<file path="src/rtl/regfile_mp.sv">
// regfile_mp: multi-port register file with registered, write-forwarded reads and a bulk-clear sequencer.
// Define REGFILE_ZERO_REG_EN to hardwire register 0 to zero.
module regfile_mp #(
  parameter int DATAWIDTH = 32,
  parameter int DEPTH     = 16,
  parameter int NUM_RD    = 4,
  parameter int NUM_WR    = 2,
  localparam int AW       = $clog2(DEPTH)
) (
  input  logic                        clk,
  input  logic                        reset,
  input  logic [NUM_RD*AW-1:0]        raddr,
  output logic [NUM_RD*DATAWIDTH-1:0] rdata,
  input  logic [NUM_WR-1:0]           we,
  input  logic [NUM_WR*AW-1:0]        waddr,
  input  logic [NUM_WR*DATAWIDTH-1:0] wdata,
  input  logic                        clr_req,
  output logic                        busy,
  output logic                        clr_done
);
`ifdef REGFILE_ZERO_REG_EN
  localparam bit ZERO_REG = 1'b1;
`else
  localparam bit ZERO_REG = 1'b0;
`endif
  typedef enum logic {IDLE, CLEAR} state_t;
  state_t               r_state;
  logic [AW-1:0]        r_clr_ptr;
  logic                 r_clr_done;
  logic [DATAWIDTH-1:0] r_mem [DEPTH];
  assign busy     = (r_state == CLEAR);
  assign clr_done = r_clr_done;
  always_ff @(posedge clk or posedge reset)
    if (reset) begin
      r_state    <= IDLE;
      r_clr_ptr  <= '0;
      r_clr_done <= 1'b0;
      for (int k = 0; k < DEPTH; k++) r_mem[k] <= '0;
    end else if (r_state == CLEAR) begin
      r_mem[r_clr_ptr] <= '0;
      r_clr_ptr        <= (r_clr_ptr == AW'(DEPTH-1)) ? '0 : r_clr_ptr + 1'b1;
      r_clr_done       <= (r_clr_ptr == AW'(DEPTH-1));
      r_state          <= (r_clr_ptr == AW'(DEPTH-1)) ? IDLE : CLEAR;
    end else begin
      // ascending loop: the highest enabled port index lands last and wins
      for (int j = 0; j < NUM_WR; j++)
        if (we[j] && !(ZERO_REG && waddr[j*AW +: AW] == '0))
          r_mem[waddr[j*AW +: AW]] <= wdata[j*DATAWIDTH +: DATAWIDTH];
      r_clr_done <= 1'b0;
      r_clr_ptr  <= '0;
      r_state    <= clr_req ? CLEAR : IDLE;
    end
  for (genvar i = 0; i < NUM_RD; i++) begin : g_rd
    logic [AW-1:0]        w_a;
    logic [DATAWIDTH-1:0] w_rd;
    logic [DATAWIDTH-1:0] r_rd;
    assign w_a = raddr[i*AW +: AW];
    always_comb begin
      w_rd = r_mem[w_a];
      if (r_state == CLEAR) w_rd = (w_a == r_clr_ptr) ? '0 : r_mem[w_a];
      else
        for (int j = 0; j < NUM_WR; j++)
          if (we[j] && waddr[j*AW +: AW] == w_a) w_rd = wdata[j*DATAWIDTH +: DATAWIDTH];
      if (ZERO_REG && w_a == '0) w_rd = '0;
    end
    always_ff @(posedge clk or posedge reset)
      if (reset) r_rd <= '0;
      else r_rd <= w_rd;
    assign rdata[i*DATAWIDTH +: DATAWIDTH] = r_rd;
  end
endmodule

</file>
<file path="config.mk">
export PLATFORM = sky130hd
export DESIGN_NAME = regfile_mp
export DESIGN_NICKNAME = d
export VERILOG_FILES = /design/src/rtl/regfile_mp.sv
export SDC_FILE = /design/constraint.sdc
export NUM_CORES = 2
export LEC_CHECK = 0
export BUFFER_PORTS_ARGS = -buffer_cell sky130_fd_sc_hd__clkbuf_2
export CAP_MARGIN = 20
export CORE_ASPECT_RATIO = 1.5
export CORE_MARGIN = 10
export CORE_UTILIZATION = 55
export DETAILED_ROUTE_END_ITERATION = 16
export MAX_ROUTING_LAYER = met4
export PLACE_DENSITY = 0.72
export SETUP_SLACK_MARGIN = 0.4
export SKIP_CTS_REPAIR_TIMING = 1
export SYNTH_ARGS = -nofsm -noshare
export SYNTH_HDL_FRONTEND = slang
export SYNTH_SLANG_ARGS = --single-unit
</file>
<file path="constraint.sdc">
create_clock -name clk -period 21.9 [get_ports clk]
set_input_delay 1.095 -clock clk [delete_from_list [all_inputs] [get_ports clk]]
set_output_delay 1.095 -clock clk [all_outputs]
set_load 0.03 [all_outputs]
</file>
==> out/metrics.yaml <==
status: "complete, no violations"
crit_slowest_cell: "a21oi_4"
h-tree-depth: 3
clkPwrFrac_pct: 19.9
fmax_mhz: 206
syn-mean-instance-area_um2: 10.4
rsz0062_at_grt: "no"
ys_warn_count: 0
path_max_fanout: 108
synth_seq_cells: 646
p_int_mw: 3.65
setup_tns_ns: 0
fin_skew_ns: 0.0336
path_cells: "inv_8 -> buf_4 -> buf_4 -> a21oi_4 -> buf_4 -> a22o_1"
grt_max_degree: 156
synthCells: 5067
num_vias: 49800
synthesis.nets: 5164
yosys.area_share.simple_pct: 7.28
rows: 139
hold_viol: 0
setup_viol: 0
clockBufferDepth: 3
clkTransAtPathRegs_ns: 0.07
utilization_pct: 59.0
antenna_found_initial: 32
p_seq_share_pct: 35.5
worstReg2RegStart: "busy"
slew_headroom_pct: 14.6
drive_above_1_share_pct: 21.7
synth_common_cells: "mux2i_1 (678), nor2_1 (657), dfrtp_1 (646)"
power.total_mw: 6.57
root_buffer: "clkbuf_16"
worstPathArrival_ns: 5.47
wl_per_cell_um: 38.8
slowest_delay_ns: 1.10
grt_pass1_wl_mm: 342
cap_violations: 0
timing.rr.end: "r_mem[498]"
ant_nets: 0
synth_top_family_by_area: "multiplexers"
power.density_nw_per_um2: 117
r2r_setup_slack_ns: 17.04
peakVddDrop_v: 0.0000798
ys_types: 53
portBuffers: 222
gp_congestion: 0.997
period_minus_slack_ns: 4.86
overflow: 0
fin_crit_sh_pct: 22.2
ios: 223
core_area_um2: 95500
viasPerCell: 8.11
totalWireLength_mm: 238
cts_sinks: 646
cts_made_buffers: 69
comb_power_share_pct: 44.6
p_sw_mw: 2.92
slew_viol_final: 0
hp-class: "input pin to asynchronous set/reset pin"
dpl.hpwl_mm: 135
start_util_pct: 55.3
crit_path_frequent_cell: "buf_4"
drc_errors: 0
yosysMostFrequentCell: "mux2i_1"
placed_area_um2: 53700
drt-initial-drc-count: 10000
p_leak_nw: 23.9
clk_latency_ns: 0.70
end_kind: "flip-flop"
reg2regPathDepth: 6
async_reset_ff_share_pct: 100
synth_compound_area_share_pct: 19.4
p_sw_share_pct: 44.4
cts_tree: "done"
crit_required_ns: 22.51
yosysSeqAreaShare_pct: 30.6
synth_area_um2: 52800
fp.dieW_um: 273
die_area_um2: 109000
synth_top_area_cell: "dfrtp_1"
syn_to_final_growth_pct: 6.75
synth-xor-area-share_pct: 0.830
synth_mux_area_share_pct: 35.3
synth_edf_count: 0
synth_fa_ha_area_share_pct: 0.0949
stdcell_area_um2: 56300
worstMarginPinSlew_ns: 1.28
grt.total_usage_pct: 44.5
grt_pass1_vias: 47900
synth_top_area_share_pct: 30.6
critical_path_class: "flip-flop to flip-flop"
synth_flop_cell: "dfrtp_1"
critPathLaunchType: "flip-flop"
die_y_um: 399
layout.nets: 4891
dr.pass1.iters: 10
synthTopCellsByArea: "dfrtp_1 (31%), mux4_2 (22%), mux2i_1 (13%), a22o_1 (8.5%), a21oi_1 (5.9%)"
-- cell type report --
cell class,count,area [µm²]
Clock inverter,26,395
Timing Repair Buffer,324,2070
Multi-Input combinational cell,3658,33700
Tap cell,1269,1590
Sequential cell,646,16200
Inverter,95,372
Antenna cell,31,77.6
Clock buffer,95,1970
Fill cell,7781,39200
-- through the flow --
step,hold slack [ns],cells,worst slack (ns)
2_1_floorplan,0.529,5067,2.71
3_3_place_gp,0.562,5984,17.11
3_5_place_dp,0.580,5985,17.02
4_1_cts,0.595,6106,17.46
5_1_grt,0.622,6140,17.21
6_report,0.556,6144,17.04
-- layer usage --
metal	vias to the layer above	track usage [%]	wire length, µm
met5	-	-	0
met4	0	38.7	26300
met3	1672	18.5	38600
met2	5250	61.0	100000
met1	23800	49.5	73500
li1	19000	-	-
-- power by group through the flow --
stage                     Sequential [mW]  Clock [mW]  Combinational [mW]
after floorplan                      2.14           0                1.87
after global placement               2.25           0                2.74
after detailed placement             2.29           0                2.81
after CTS                            2.27        1.30                2.82
after global routing                 2.36        1.34                3.04
final                                2.33        1.31                2.93
-- worst max-delay path: cells and delay by family, from the launching register on --
family	cells	cell delay, ns
buf+inv	4	2.19
compound gates	2	1.33
flops	1	0.94
-- cells by family (layout without fill, tap and decap cells) --
family | Yosys count | count (layout)
AOI/OAI and AO/OA | 1475 | 1475
muxes | 1222 | 1222
and+or+nand+nor | 907 | 907
buffers and inverters | 763 | 540
DFF | 646 | 646
xor gates and xnor gates | 50 | 50
adders and majority gates | 4 | 4
other | 0 | 31
-- worst max-delay path by stage --
| stage | from | slack (ns) | depth (start not counted) | end |
|---|---|---|---|---|
| after global routing | busy | 17.21 | 6 | r_mem[486] |
| final | busy | 17.04 | 6 | r_mem[498] |
| after global placement | raddr[6] | 17.11 | 7 | g_rd[1].r_rd[16] |
| after CTS | busy | 17.46 | 6 | r_mem[258] |
| after detailed placement | raddr[6] | 17.02 | 7 | g_rd[1].r_rd[9] |
| after floorplan | reset | 2.71 | 1 | busy |
-- flip-flops by register name, summed over array words and instances, names as in the netlist --
register	flops
r_mem	512
r_clr_ptr	4
clr_done	1
busy	1
g_rd.r_rd	128
-- layout by cell type (no fill, tap or decap), types with 18 or more instances in the layout --
cell type and n:
a21oi_1 610, a22o_1 512, inv_1 34, o32ai_1 94, xnor2_1 30, mux2_2 38
nor3_1 120, diode_2 31, clkinv_1 57, nor2_1 656, clkbuf_2 207, nand3_1 33
a22oi_1 18, a221oi_1 60, buf_4 98, dfrtp_1 645, o22ai_1 93, mux4_2 506
o22a_1 32, xor2_1 20, clkbuf_16 72, mux2i_1 678
No activity file was read; power rests on OpenSTA's default activity.
